===== src/rtl/lockstep_compare_unit_if.sv =====
// Core-side TCDM request taps for all master/checker cores of the cluster.
// Core 2k is the master of pair k, core 2k+1 its delayed checker.
interface lockstep_compare_unit_if #(
  parameter int NB_PAIRS = 4,
  parameter int ADDR_W   = 32
);
  logic [2*NB_PAIRS-1:0]        req_i;
  logic [2*NB_PAIRS*ADDR_W-1:0] add_i;
  logic [2*NB_PAIRS-1:0]        wen_i;
  logic [2*NB_PAIRS*4-1:0]      be_i;
  logic [2*NB_PAIRS*32-1:0]     wdata_i;

  modport master (output req_i, add_i, wen_i, be_i, wdata_i);
  modport slave  (input  req_i, add_i, wen_i, be_i, wdata_i);
endinterface


===== src/rtl/lockstep_compare_unit.sv =====
// Passive delayed-lockstep checker: delays each master request by DELAY cycles,
// compares it with the checker's current request and keeps sticky per-pair fault state.
module lockstep_compare_unit #(
  parameter int NB_PAIRS = 4,
  parameter int DELAY    = 2,
  parameter int ADDR_W   = 32
) (
  input  logic                       clk_i,
  input  logic                       rst_ni,
  input  logic                       lockstep_mode,
  lockstep_compare_unit_if.slave     tcdm,
  input  logic [NB_PAIRS-1:0]        err_clr_i,
  output logic [NB_PAIRS-1:0]        err_o,
  output logic                       irq_o,
  output logic [NB_PAIRS*8-1:0]      mismatch_cnt_o,
  output logic [NB_PAIRS*ADDR_W-1:0] fault_add_o
);

  typedef struct packed {
    logic              vld;
    logic              req;
    logic [ADDR_W-1:0] add;
    logic              wen;
    logic [3:0]        be;
    logic [31:0]       wdata;
  } req_t;

  for (genvar k = 0; k < NB_PAIRS; k++) begin : g_pair
    localparam int M = 2*k;
    localparam int C = 2*k + 1;

    req_t              pipe_q [DELAY];
    req_t              master_s;
    req_t              tail_s;
    logic              chk_req;
    logic [ADDR_W-1:0] chk_add;
    logic              chk_wen;
    logic [3:0]        chk_be;
    logic [31:0]       chk_wdata;
    logic              mismatch_s;
    logic              err_q;
    logic [7:0]        cnt_q;
    logic [ADDR_W-1:0] fault_q;

    assign master_s = {lockstep_mode, tcdm.req_i[M], tcdm.add_i[M*ADDR_W +: ADDR_W],
                       tcdm.wen_i[M], tcdm.be_i[M*4 +: 4], tcdm.wdata_i[M*32 +: 32]};
    assign tail_s    = pipe_q[DELAY-1];
    assign chk_req   = tcdm.req_i[C];
    assign chk_add   = tcdm.add_i[C*ADDR_W +: ADDR_W];
    assign chk_wen   = tcdm.wen_i[C];
    assign chk_be    = tcdm.be_i[C*4 +: 4];
    assign chk_wdata = tcdm.wdata_i[C*32 +: 32];

    // Leaving lockstep invalidates every in-flight entry, forcing a full warm-up on re-entry.
    always_ff @(posedge clk_i) begin
      if (!rst_ni) begin
        for (int i = 0; i < DELAY; i++) pipe_q[i] <= '0;
      end else begin
        pipe_q[0] <= master_s;
        for (int i = 1; i < DELAY; i++) pipe_q[i] <= pipe_q[i-1];
        if (!lockstep_mode) begin
          for (int i = 0; i < DELAY; i++) pipe_q[i].vld <= 1'b0;
        end
      end
    end

    always_comb begin
      mismatch_s = 1'b0;
      if (lockstep_mode && tail_s.vld) begin
        if (tail_s.req != chk_req) begin
          mismatch_s = 1'b1;
        end else if (tail_s.req) begin
          mismatch_s = (tail_s.add != chk_add) || (tail_s.wen != chk_wen) ||
                       (tail_s.be != chk_be) ||
                       (!tail_s.wen && (tail_s.wdata != chk_wdata));
        end
      end
    end

    // A mismatch coinciding with a clear wins and restarts the record from this fault.
    always_ff @(posedge clk_i) begin
      if (!rst_ni) begin
        err_q   <= 1'b0;
        cnt_q   <= '0;
        fault_q <= '0;
      end else if (mismatch_s) begin
        err_q <= 1'b1;
        if (err_clr_i[k])         cnt_q <= 8'd1;
        else if (cnt_q != 8'hFF)  cnt_q <= cnt_q + 8'd1;
        if (!err_q || err_clr_i[k]) fault_q <= tail_s.add;
      end else if (err_clr_i[k]) begin
        err_q   <= 1'b0;
        cnt_q   <= '0;
        fault_q <= '0;
      end
    end

    assign err_o[k]                        = err_q;
    assign mismatch_cnt_o[k*8 +: 8]        = cnt_q;
    assign fault_add_o[k*ADDR_W +: ADDR_W] = fault_q;
  end

  assign irq_o = |err_o;

endmodule

===== src/flat_wrapper.sv =====
// flat-port wrapper written by rule: the top's interface ports become plain ports
module lockstep_compare_unit_flat 
#(
  parameter int NB_PAIRS = 4,
  parameter int DELAY    = 2,
  parameter int ADDR_W   = 32
)
  (clk_i, rst_ni, lockstep_mode, err_clr_i, err_o, irq_o, mismatch_cnt_o, fault_add_o, tcdm_req_i, tcdm_add_i, tcdm_wen_i, tcdm_be_i, tcdm_wdata_i);
  lockstep_compare_unit_if #(.NB_PAIRS(NB_PAIRS), .ADDR_W(ADDR_W)) tcdm_i ();
  input  logic clk_i;
  input  logic rst_ni;
  input  logic lockstep_mode;
  input  logic [NB_PAIRS-1:0] err_clr_i;
  output logic [NB_PAIRS-1:0] err_o;
  output logic irq_o;
  output logic [NB_PAIRS*8-1:0] mismatch_cnt_o;
  output logic [NB_PAIRS*ADDR_W-1:0] fault_add_o;
  input wire logic [$bits(tcdm_i.req_i)-1:0] tcdm_req_i;
  input wire logic [$bits(tcdm_i.add_i)-1:0] tcdm_add_i;
  input wire logic [$bits(tcdm_i.wen_i)-1:0] tcdm_wen_i;
  input wire logic [$bits(tcdm_i.be_i)-1:0] tcdm_be_i;
  input wire logic [$bits(tcdm_i.wdata_i)-1:0] tcdm_wdata_i;
  assign tcdm_i.req_i = tcdm_req_i;
  assign tcdm_i.add_i = tcdm_add_i;
  assign tcdm_i.wen_i = tcdm_wen_i;
  assign tcdm_i.be_i = tcdm_be_i;
  assign tcdm_i.wdata_i = tcdm_wdata_i;
  lockstep_compare_unit #(.NB_PAIRS(NB_PAIRS), .DELAY(DELAY), .ADDR_W(ADDR_W)) u_core (.clk_i(clk_i), .rst_ni(rst_ni), .lockstep_mode(lockstep_mode), .tcdm(tcdm_i), .err_clr_i(err_clr_i), .err_o(err_o), .irq_o(irq_o), .mismatch_cnt_o(mismatch_cnt_o), .fault_add_o(fault_add_o));
endmodule

===== config.mk =====
export PLATFORM = sky130hd
export DESIGN_NAME = lockstep_compare_unit_flat
export DESIGN_NICKNAME = d
export VERILOG_FILES = /design/src/rtl/lockstep_compare_unit_if.sv /design/src/rtl/lockstep_compare_unit.sv /design/src/flat_wrapper.sv
export SDC_FILE = /design/constraint.sdc
export NUM_CORES = 1
export LEC_CHECK = 0
export CAP_MARGIN = 20
export CORE_AREA = 4 4 282 284
export DETAILED_ROUTE_END_ITERATION = 12
export DIE_AREA = 0 0 286 288
export PLACE_DENSITY_LB_ADDON = 0.25
export SLEW_MARGIN = 20
export SYNTH_ARGS = -nofsm -noshare
export SYNTH_HDL_FRONTEND = slang
export SYNTH_SLANG_ARGS = --single-unit

===== constraint.sdc =====
create_clock -name clk_i -period 5.06 [get_ports clk_i]
set_input_delay 0.759 -clock clk_i [delete_from_list [all_inputs] [get_ports clk_i]]
set_output_delay 0.759 -clock clk_i [all_outputs]
set_load 0.05 [all_outputs]

==> impl_metrics.json <==
{
  "rsz0062_at_grt": "false",
  "layout_common_cells": "730 x clkdlybuf4s50_1, 726 x dfxtp_1, 569 x and2_1, 168 x xor2_1, 128 x a22o_1",
  "dp.cells": 3775,
  "post_cts_resized": 0,
  "setup_viol": 0,
  "syn_to_final_growth_pct": 46.7,
  "slowest_stage": "nor4_1",
  "wl_met1_mm": 27.9,
  "status": "finished clean",
  "synth_warnings": 0,
  "syn-num-nets": 2663,
  "cp_data_arrival_time_ps": 3910,
  "coreArea_sq_um": 77100,
  "clkSinkCount": 726,
  "die_h_um": 288,
  "io_buffers": 731,
  "end_kind": "flop",
  "antenna_found_initial": 30,
  "synth-edff-count": 0,
  "fillers": 7231,
  "dp_hpwl_mm": 57.6,
  "slew_headroom_pct": 34.2,
  "fin_crit_ps": 3430,
  "clock_latency_ps": 620,
  "syn_area_sq_um": 23900,
  "grt-ovfl-total": 0,
  "tns_ps": 0,
  "avgViaCountPerCell": 4.32,
  "synthCells": 2092,
  "synthFlopType": "dfxtp_1",
  "dieArea_sq_um": 82400,
  "cts_buffers": 79,
  "ios": 732,
  "initial_core_util_pct": 31.0,
  "skew_ps": 34.4,
  "drt_iter0_markers": 774,
  "met2_length_mm": 37.9,
  "routedWlPerCell_um": 19.0,
  "async_flop_share_pct": 0,
  "grt_max_degree": 257,
  "htree_num_levels": 3,
  "synth_cell_type_count": 49,
  "grt_pass1_wl_mm": 107,
  "cts-root-buf": "clkbuf_16",
  "cts_tree": "yes",
  "drcViolationCount": 0,
  "report.final.slew_viol_count": 0,
  "post_cts_buffers": 0,
  "ant_nets": 0,
  "avgSynthCellArea_sq_um": 11.4,
  "final_util_pct": 45.4,
  "power.leakage_nw": 13.8,
  "cts_hold_buffers": 0,
  "cts.reportedPaths.clkPinSlew_ps": 70,
  "max_freq_ghz": 0.292,
  "slowest_delay_ps": 570,
  "critPathTopFamily": "simple AND/OR/NAND/NOR gates",
  "synth-seq-cells": 726,
  "hold_class": "reg2reg",
  "final_common_cell": "clkdlybuf4s50_1",
  "grt_pass1_vias": 17400,
  "final_hold_viol_count": 0,
  "firstDrtPassIters": 4,
  "regArea_sq_um": 14500,
  "vias": 17000,
  "nets": 3387,
  "gp_congestion": 0.919,
  "worst_setup_path_start_kind": "primary input",
  "cp_max_fo": 32,
  "crit_type": "in2reg",
  "cp_data_required_time_ps": 5540,
  "multiInputGateArea_sq_um": 8880,
  "fin_cells": 3938,
  "finalCritPeriodShare_pct": 67.7,
  "wl_mm": 74.8,
  "std_cell_rows": 102,
  "ys_seq_area_share_pct": 60.9,
  "routed.top_layer": "met5",
  "wl_met3_mm": 6.48,
  "grt.total_usage_pct": 17.2,
  "worst_pin_slew_ps": 988,
  "ir_worst_vdd_mv": 0.290,
  "crit_chain": "clkdlybuf4s50_1 > xnor2_1 > nand4_1 > nor4_1 > a21oi_1 > o21a_1 > and3_1 > buf_4 > a22o_1",
  "cap_violations": 0,
  "path_buf_inv": 2,
  "pwr_density_cell_nw_per_um2": 370,
  "die_width_um": 286,
  "drive_gt1_share_pct": 5.31,
  "cts_max_path_buffers": 3
}
-- metal layers --
layer | up-vias | global-route usage (%)
met5 | - | 0
met4 | 14 | 6.85
met3 | 138 | 6.42
met2 | 539 | 30.2
met1 | 7947 | 18.7
li1 | 8364 | -
-- where the power goes --
group	switching (mW)	internal, mW	total (mW)
sequential	0.0839	5.93	6.01
clock	2.39	3.64	6.02
combinational	0.313	0.603	0.916
total	2.78	10.2	13.0
-- flip-flops by register name (all words and copies together), names as in the netlist --
register and cells:
u_core.g_pair.cnt_q 32, u_core.g_pair.err_q 4, u_core.g_pair.fault_q 128, u_core.g_pair.pipe_q 562
-- layout make-up --
type	count	area share, %
Timing Repair Buffer	744	21.2
Clock buffer	111	6.59
Sequential cell	726	41.5
Tap cell	1040	3.71
Antenna cell	18	0.129
Clock inverter	34	1.41
Inverter	9	0.0964
Multi-Input combinational cell	1256	25.4
-- worst paths after layout --
path,start,to,slack [ps],depth (start not counted)
setup / recovery,tcdm_wdata_i[162],u_core.g_pair[2].fault_q[5],1630,9
hold / removal,u_core.g_pair[3].pipe_q[0][35],u_core.g_pair[3].pipe_q[0][106],410,1
setup reg to reg,u_core.g_pair[2].pipe_q[0][73],u_core.g_pair[2].fault_q[5],1920,8
hold reg to reg,u_core.g_pair[3].pipe_q[0][35],u_core.g_pair[3].pipe_q[0][106],410,1
-- synthesized netlist by cell type, types with 2 or more instances --
| master | count | area [sq um] |
|---|---|---|
| a22o_1 | 128 | 1120 |
| nor3_1 | 4 | 20.0 |
| a41o_1 | 6 | 60.1 |
| and3b_1 | 3 | 26.3 |
| clkbuf_1 | 81 | 304 |
| nand3_1 | 12 | 60.1 |
| a21oi_1 | 11 | 55.1 |
| nand4_1 | 45 | 282 |
| xnor2_1 | 108 | 946 |
| nor2_1 | 18 | 67.6 |
| nand2_1 | 32 | 120 |
| nor2b_1 | 6 | 37.5 |
| and4_1 | 2 | 17.5 |
| buf_4 | 4 | 30.0 |
| nand2b_1 | 15 | 93.8 |
| inv_1 | 9 | 33.8 |
| nor4_1 | 47 | 294 |
| buf_6 | 4 | 45.0 |
| dfxtp_1 | 726 | 14500 |
| buf_2 | 9 | 45.0 |
| and2_1 | 569 | 3560 |
| o2111ai_1 | 2 | 17.5 |
| buf_1 | 3 | 11.3 |
| ha_1 | 4 | 50.1 |
| a21boi_1 | 2 | 15.0 |
| and3_1 | 15 | 93.8 |
| or3_1 | 2 | 12.5 |
| nand4b_1 | 3 | 26.3 |
| o21a_1 | 7 | 52.6 |
| a21boi_0 | 3 | 22.5 |
| o21ai_0 | 9 | 45.0 |
| a41oi_1 | 2 | 17.5 |
| xor2_1 | 168 | 1470 |
| a31oi_1 | 4 | 25.0 |
| mux2i_1 | 15 | 150 |
-- logic make-up (layout without fill, tap and decap cells) --
family / Yosys count / in the layout / synth area share, %
xor gates and xnor gates: 276 / 276 / 10.1
and+or+nand+nor: 778 / 778 / 19.9
AOI/OAI and AO/OA: 183 / 183 / 6.31
muxes: 15 / 15 / 0.629
DFF: 726 / 726 / 60.9
other: 0 / 18 / 0
buffers and inverters: 110 / 898 / 1.96
adders and majority gates: 4 / 4 / 0.210
-- worst register-to-register path: stages, from the launching register on --
cell and delay (ps):
dfxtp_1 300, xnor2_1 330, nand4_1 230, nor4_1 570, a21oi_1 340, o21a_1 420
and3_1 260, buf_4 250, a22o_1 300
-- per-stage QoR --
stage	hold slack [ps]	worst slack [ps]	cell area [sq um]	power, mW
final	406	1630	35000	13.0
after global routing	425	1600	35000	13.5
after CTS	411	1740	35000	13.1
after detailed placement	417	1100	32200	7.06
after global placement	413	1120	32200	7.05
after floorplan	412	2480	23900	6.47
Note: power is estimated with default switching activity, not from simulation.
